$ cat src/rtl/rv32_pkg.sv
// Shared types and constants for the RV32 instruction fetch front end.
//   XLEN          address / instruction width
//   NOP_INSTR     canonical NOP (addi x0, x0, 0) shown on fetch_instr when nothing is valid
//   fetch_entry_t one buffered fetch: instruction word plus its PC
//   fetch_state_e fetch FSM states
package rv32_pkg;

  localparam int unsigned XLEN = 32;
  localparam logic [XLEN-1:0] NOP_INSTR = 32'h0000_0013;

  typedef struct packed {
    logic [XLEN-1:0] instr;
    logic [XLEN-1:0] pc;
  } fetch_entry_t;

  typedef enum logic [0:0] {
    BOOT,
    RUN
  } fetch_state_e;

endpackage

$ cat src/rtl/sync_fifo.sv
// Synchronous in-order FIFO with flush.
// DEPTH must be a power of two >= 2 so the pointers wrap naturally.
// Ports:
//   clk, rst_n   clock / asynchronous active-low reset
//   push, wdata  write request and data
//   pop          read request; rdata always shows the head entry
//   flush        empties the FIFO, overriding push/pop in the same cycle
//   count        number of valid entries (0..DEPTH)
//   full, empty  occupancy flags
module sync_fifo #(
  parameter int unsigned DEPTH = 4,
  parameter int unsigned WIDTH = 64
) (
  input  logic                     clk,
  input  logic                     rst_n,
  input  logic                     push,
  input  logic                     pop,
  input  logic                     flush,
  input  logic [WIDTH-1:0]         wdata,
  output logic [WIDTH-1:0]         rdata,
  output logic [$clog2(DEPTH):0]   count,
  output logic                     full,
  output logic                     empty
);

  localparam int unsigned AW = $clog2(DEPTH);
  localparam int unsigned CW = AW + 1;

  logic [WIDTH-1:0] mem_q [DEPTH];
  logic [AW-1:0]    wr_ptr_q, wr_ptr_d;
  logic [AW-1:0]    rd_ptr_q, rd_ptr_d;
  logic [CW-1:0]    count_q, count_d;
  logic             do_push, do_pop;

  assign full  = (count_q == CW'(DEPTH));
  assign empty = (count_q == '0);
  assign count = count_q;
  assign rdata = mem_q[rd_ptr_q];

  // A push at full is only accepted when the head leaves in the same cycle.
  assign do_pop  = pop && !empty;
  assign do_push = push && (!full || do_pop);

  always_comb begin
    wr_ptr_d = wr_ptr_q;
    rd_ptr_d = rd_ptr_q;
    count_d  = count_q;
    if (flush) begin
      wr_ptr_d = '0;
      rd_ptr_d = '0;
      count_d  = '0;
    end else begin
      if (do_push) wr_ptr_d = wr_ptr_q + AW'(1);
      if (do_pop)  rd_ptr_d = rd_ptr_q + AW'(1);
      if (do_push && !do_pop)      count_d = count_q + CW'(1);
      else if (!do_push && do_pop) count_d = count_q - CW'(1);
    end
  end

  always_ff @(posedge clk or negedge rst_n) begin
    if (!rst_n) begin
      wr_ptr_q <= '0;
      rd_ptr_q <= '0;
      count_q  <= '0;
    end else begin
      wr_ptr_q <= wr_ptr_d;
      rd_ptr_q <= rd_ptr_d;
      count_q  <= count_d;
    end
  end

  // Storage needs no reset; occupancy is tracked by the pointers.
  always_ff @(posedge clk) begin
    if (do_push && !flush) mem_q[wr_ptr_q] <= wdata;
  end

  push_when_full_a : assert property (@(posedge clk) disable iff (!rst_n)
    !(push && full && !pop && !flush));

endmodule

$ cat src/rtl/instr_prefetch_buffer.sv
// Instruction prefetch buffer: sequential word fetches over a req/gnt/rvalid bus, returned words
// queued in order with their PCs and handed to IF/ID through valid/ready. A redirect from EX
// flushes the queue and squashes the responses still in flight.
// Optional feature macro: FETCH_BYPASS_EN -- when the queue is empty and nothing is being
// discarded, a response is presented on fetch_* in its rvalid cycle.
// Ports:
//   clk, rst_n                       clock / asynchronous active-low reset
//   boot_addr                        first PC, sampled in the BOOT cycle
//   redirect_valid, redirect_pc      PC load from EX (bits [1:0] ignored)
//   imem_req/addr/gnt                request channel
//   imem_rvalid/rdata                in-order response channel
//   fetch_valid/ready/instr/pc       handshake towards the core
module instr_prefetch_buffer
  import rv32_pkg::*;
#(
  parameter int unsigned DEPTH = 4
) (
  input  logic            clk,
  input  logic            rst_n,
  input  logic [XLEN-1:0] boot_addr,
  input  logic            redirect_valid,
  input  logic [XLEN-1:0] redirect_pc,
  output logic            imem_req,
  output logic [XLEN-1:0] imem_addr,
  input  logic            imem_gnt,
  input  logic            imem_rvalid,
  input  logic [XLEN-1:0] imem_rdata,
  output logic            fetch_valid,
  input  logic            fetch_ready,
  output logic [XLEN-1:0] fetch_instr,
  output logic [XLEN-1:0] fetch_pc
);

  localparam int unsigned CW = $clog2(DEPTH) + 1;
  localparam logic [CW:0] CreditMax = (CW+1)'(DEPTH);
  localparam logic [XLEN-1:0] AddrMask = ~XLEN'(3);

  fetch_state_e    state_q, state_d;
  logic [XLEN-1:0] fetch_addr_q, fetch_addr_d;
  logic [XLEN-1:0] resp_pc_q, resp_pc_d;
  logic [CW-1:0]   outst_q, outst_d;
  logic [CW-1:0]   discard_q, discard_d;

  fetch_entry_t    fifo_wdata, fifo_rdata;
  logic [CW-1:0]   fifo_count;
  logic            fifo_full, fifo_empty, fifo_push, fifo_pop;

  logic [CW:0]     credit_used;
  logic            imem_accept, rsp_drop, rsp_live, bypass_avail, bypass_take;

  // Every queue slot is pre-reserved by an outstanding request, so the queue never overflows.
  assign credit_used = {1'b0, fifo_count} + {1'b0, outst_q};
  assign imem_req    = (state_q == RUN) && !redirect_valid && (credit_used < CreditMax)
                       && !fifo_full;
  assign imem_addr   = fetch_addr_q;
  assign imem_accept = imem_req && imem_gnt;

  assign rsp_drop = imem_rvalid && (discard_q != '0);
  assign rsp_live = imem_rvalid && (discard_q == '0) && !redirect_valid;

`ifdef FETCH_BYPASS_EN
  assign bypass_avail = fifo_empty && rsp_live;
`else
  assign bypass_avail = 1'b0;
`endif
  assign bypass_take = bypass_avail && fetch_ready;

  assign fifo_push        = rsp_live && !bypass_take;
  assign fifo_pop         = !fifo_empty && fetch_ready && !redirect_valid;
  assign fifo_wdata.instr = imem_rdata;
  assign fifo_wdata.pc    = resp_pc_q;

  sync_fifo #(
    .DEPTH (DEPTH),
    .WIDTH ($bits(fetch_entry_t))
  ) u_fifo (
    .clk   (clk),
    .rst_n (rst_n),
    .push  (fifo_push),
    .pop   (fifo_pop),
    .flush (redirect_valid),
    .wdata (fifo_wdata),
    .rdata (fifo_rdata),
    .count (fifo_count),
    .full  (fifo_full),
    .empty (fifo_empty)
  );

  always_comb begin
    fetch_valid = !fifo_empty;
    fetch_instr = fifo_empty ? NOP_INSTR : fifo_rdata.instr;
    fetch_pc    = fifo_empty ? '0 : fifo_rdata.pc;
    if (bypass_avail) begin
      fetch_valid = 1'b1;
      fetch_instr = imem_rdata;
      fetch_pc    = resp_pc_q;
    end
  end

  always_comb begin
    state_d      = state_q;
    fetch_addr_d = fetch_addr_q;
    resp_pc_d    = resp_pc_q;
    outst_d      = outst_q;
    discard_d    = discard_q;

    if (imem_accept && !imem_rvalid)      outst_d = outst_q + CW'(1);
    else if (!imem_accept && imem_rvalid) outst_d = outst_q - CW'(1);

    if (imem_accept) fetch_addr_d = fetch_addr_q + XLEN'(4);
    if (rsp_drop)    discard_d    = discard_q - CW'(1);
    // resp_pc tracks the PC of the oldest live request still owed a word.
    if (fifo_push || bypass_take) resp_pc_d = resp_pc_q + XLEN'(4);

    if (state_q == BOOT) begin
      state_d      = RUN;
      fetch_addr_d = boot_addr & AddrMask;
      resp_pc_d    = boot_addr & AddrMask;
    end

    // No request goes out during a redirect, so outst_d is exactly the number of stale words.
    if (redirect_valid) begin
      state_d      = RUN;
      fetch_addr_d = redirect_pc & AddrMask;
      resp_pc_d    = redirect_pc & AddrMask;
      discard_d    = outst_d;
    end
  end

  always_ff @(posedge clk or negedge rst_n) begin
    if (!rst_n) begin
      state_q      <= BOOT;
      fetch_addr_q <= '0;
      resp_pc_q    <= '0;
      outst_q      <= '0;
      discard_q    <= '0;
    end else begin
      state_q      <= state_d;
      fetch_addr_q <= fetch_addr_d;
      resp_pc_q    <= resp_pc_d;
      outst_q      <= outst_d;
      discard_q    <= discard_d;
    end
  end

endmodule

$ cat config.mk
export PLATFORM = sky130hd
export DESIGN_NAME = instr_prefetch_buffer
export DESIGN_NICKNAME = d
export VERILOG_FILES = /design/src/rtl/rv32_pkg.sv /design/src/rtl/sync_fifo.sv /design/src/rtl/instr_prefetch_buffer.sv
export SDC_FILE = /design/constraint.sdc
export NUM_CORES = 1
export LEC_CHECK = 0
export CAP_MARGIN = 20
export CORE_ASPECT_RATIO = 1.75
export CORE_MARGIN = 5
export CORE_UTILIZATION = 45
export DETAILED_ROUTE_END_ITERATION = 7
export GPL_TIMING_DRIVEN = 0
export PLACE_DENSITY = 0.66
export SYNTH_ARGS = -nofsm -noshare
export SYNTH_HDL_FRONTEND = slang
export SYNTH_SLANG_ARGS = --single-unit
$ cat constraint.sdc
create_clock -name clk -period 9.47 [get_ports clk]
set_input_delay 1.4205 -clock clk [delete_from_list [all_inputs] [get_ports clk]]
set_output_delay 1.4205 -clock clk [all_outputs]
set_load 0.02 [all_outputs]
==> flow_summary.json, run 1 <==
{
  "post-cts-setup-buffer-count": 0,
  "cp_cell_sequence": "clkdlybuf4s50_1 -> clkbuf_1 -> nand2b_1 -> clkbuf_1 -> nor4_1 -> and3_1 -> clkdlybuf4s50_1",
  "dp_cells": 1603,
  "cts_root_buf": "clkbuf_16",
  "cts_buffers": 29,
  "synthMuxAreaShare_pct": 9.98,
  "yosysTopAreaCellShare_pct": 51.7,
  "rsz0062_at_grt": "false",
  "synth_compound_area_share_pct": 9.08,
  "routed_wl_um": 38700,
  "setup_viol": 0,
  "rows": 86,
  "ys_types": 73,
  "wl_met3_um": 2070,
  "drc": 0,
  "crit_slowest_cell": "clkdlybuf4s50_1",
  "ys_warn_count": 0,
  "clock_latency_ns": 0.57,
  "slew_headroom_pct": 31.1,
  "nets": 1353,
  "grt_max_degree": 56,
  "synthFlopType": "edfxtp_1",
  "fin_setup_tns_ns": 0,
  "min_path_type": "reg -> reg",
  "clock-sinks": 322,
  "fin_worst_skew_ns": 0.0326,
  "nFillCells": 2617,
  "fmax_ghz": 0.174,
  "fin_crit_ns": 5.75,
  "io_buffers": 191,
  "drt-initial-drc-count": 625,
  "yosys.area_share.adder_pct": 1.18,
  "grt_use_total_pct": 21.2,
  "synthCells": 1008,
  "antenna_found_initial": 0,
  "synthSimpleGateAreaFrac_pct": 12.1,
  "cp_slowest_stage_delay_ns": 0.67,
  "yosysMostFrequentCell": "edfxtp_1",
  "final-hold-violation-count": 0,
  "die_x_um": 145,
  "worst-path-buf-inv": 4,
  "clockBufferDepth": 3,
  "diodes": 0,
  "wl_met1_um": 13600,
  "syn_avg_cell_area_um2": 14.3,
  "final_cells": 1656,
  "place_hpwl_um": 27900,
  "hold_buffers": 0,
  "ios": 200,
  "status": "finished, final reports clean",
  "reg2reg_slack_ns": 6.49,
  "hold_start": "outst_q[2]",
  "reg2regPathDepth": 6,
  "grt_pass1_vias": 10100,
  "crit_type": "in -> out",
  "synthXorXnorAreaFrac_pct": 0.851,
  "dr.pass1.iters": 5,
  "path_clk_slew_ns": 0.07,
  "slew_viol_final": 0,
  "path_max_fanout": 10,
  "cp.arrival_ns": 4.33,
  "leakage_nw": 6.12,
  "start_kind": "input pin",
  "gr-total-overflow": 0,
  "cts_resized": 0,
  "wl_per_cell_um": 23.4,
  "final_layout_size_suffix_gt1_share_pct": 12.9,
  "ys_seq_area_share_pct": 64.5,
  "worstSetupEndpointType": "output port",
  "cts_max_level": 1,
  "top_layer": "met4",
  "synth_area_leaders": "edfxtp_1 52%, dfrtp_1 13%, mux4_2 9.7%",
  "crit_family": "buffers and inverters",
  "cts_tree": "done",
  "via_per_inst": 5.88,
  "synth_top_family_by_area": "simple AND/OR/NAND/NOR gates",
  "die_height_um": 247,
  "syn_area_mm2": 0.0144,
  "dr_wl_met2_um": 21100,
  "min_period_over_period_pct": 60.7,
  "worst_pin_slew_ns": 1.02,
  "synth_top_cell_by_area": "edfxtp_1",
  "synth_seq_cells": 322,
  "required_ns": 8.05,
  "vias": 9733,
  "core_mm2": 0.0315,
  "worst_r2r_endpoint": "u_fifo.mem_q[3][4]",
  "ant_nets": 0,
  "whs_path_depth": 1,
  "whs_endpoint": "outst_q[2]",
  "netlist_top_cells_count": "248 x edfxtp_1, 74 x dfrtp_1, 65 x and2_1",
  "synth_edf_count": 248,
  "start_util_pct": 45.7,
  "synth-async-reset-ratio_pct": 23.0,
  "p_per_area_mw_per_mm2": 229,
  "gp_congestion": 0.926,
  "area_delta_synth_final_pct": 24.6,
  "cp.depth": 7,
  "grt_pass1_wl_um": 59100,
  "dieArea_mm2": 0.0358,
  "r2r_start": "discard_q[0]",
  "ir_drop_mv": 0.184,
  "cap_violations": 0
}
## area by class of cell
type	count	area (um2)	area share, %
Tap cell	396	495	2.76
Clock inverter	23	279	1.55
Clock buffer	30	729	4.06
Inverter	17	63.8	0.355
Buffer	57	253	1.41
Multi-Input combinational cell	615	4820	26.8
Timing Repair Buffer	196	2020	11.2
Sequential cell	322	9300	51.8
## cell usage in the layout (no fill, tap or decap), types with 16 or more instances in the layout
| cell type | Yosys | layout |
|---|---|---|
| nor3_1 | 36 | 36 |
| a22oi_1 | 19 | 19 |
| a21oi_1 | 64 | 64 |
| and2_1 | 65 | 61 |
| nand2_1 | 57 | 57 |
| o21ai_0 | 38 | 38 |
| mux4_2 | 62 | 62 |
| nor2_1 | 41 | 41 |
| clkdlybuf4s50_1 | 0 | 190 |
| edfxtp_1 | 248 | 248 |
| nand3_1 | 32 | 32 |
| clkbuf_16 | 0 | 29 |
| clkbuf_1 | 35 | 36 |
| and3_1 | 17 | 17 |
| dfrtp_1 | 74 | 74 |
| inv_1 | 16 | 16 |
## logic make-up (layout without fill, tap and decap cells)
kind of cell	after synthesis	count (layout)
flip-flops	322	322
AND/OR/NAND/NOR	315	315
AO/OA/AOI/OAI	202	202
buffers and inverters	74	323
multiplexers	66	66
XOR/XNOR	14	14
adder cells (fa/ha/maj)	13	13
other	2	5
## worst register-to-register path, delay by kind of cell, from the launching register on
kind	cells	cell delay (ns)
fa+ha+maj	1	0.23
buf+inv	2	0.40
flops	1	0.36
simple gates	3	1.66
## through the flow
stage	power, W	instance area [um2]	setup WS [ns]	hold slack, ns	utilization (%)
2_1_floorplan	0.00239	14400	5.24	0.474	-
3_3_place_gp	0.00290	16800	2.78	0.506	53.4
3_5_place_dp	0.00292	16900	3.71	0.534	53.8
4_1_cts	0.00416	18000	3.71	0.544	56.9
5_1_grt	0.00430	18000	3.65	0.560	56.9
6_report	0.00412	18000	3.72	0.544	56.9
## flip-flops by register name (all words and copies together) (netlist names)
| signal | cells |
|---|---|
| resp_pc_q | 30 |
| u_fifo.count | 3 |
| imem_addr | 30 |
| u_fifo.mem_q | 248 |
| u_fifo.rd_ptr_q | 2 |
| state_q | 1 |
| u_fifo.wr_ptr_q | 2 |
| discard_q | 3 |
| outst_q | 3 |
## layer usage
layer	up-vias	global-route usage (%)
met3	103	2.97
met2	385	40.1
met5	-	0
met1	4845	23.1
li1	4400	-
met4	0	10.4
## how the worst max path moves through the flow
stage	start	to	slack, ns
after floorplan	redirect_valid	u_fifo.mem_q[0][10]	5.24
after CTS	redirect_valid	imem_req	3.71
after detailed placement	redirect_valid	imem_req	3.71
after global placement	redirect_valid	u_fifo.mem_q[1][54]	2.78
final	redirect_valid	imem_req	3.72
after global routing	redirect_valid	imem_req	3.65
## where the power goes
| group | switching, W | internal, W | total (W) | leakage, nW |
|---|---|---|---|---|
| sequential | 0.000101 | 0.00162 | 0.00172 | 3.19 |
| combinational | 0.000618 | 0.000534 | 0.00115 | 2.44 |
| clock | 0.000520 | 0.000726 | 0.00125 | 0.487 |
Note: power is estimated with default switching activity, not from simulation.
==> run 2: changes to the inputs <==
clock period = 5.9 ns   (was 9.47 ns; I/O delays follow)
==> results of run 2 <==
Same layout as run 1 (identical final DEF). Status: finished, final reports clean.
Among the figures that moved: setup slack after placement 3.71 ns -> 1.22 ns; setup slack after layout 3.72 ns -> 1.22 ns; hold slack 0.544 ns -> 0.218 ns; register-to-register setup slack 6.49 ns -> 2.92 ns; total power 0.00412 W -> 0.00661 W; worst IR drop on VDD 0.184 mV -> 0.296 mV
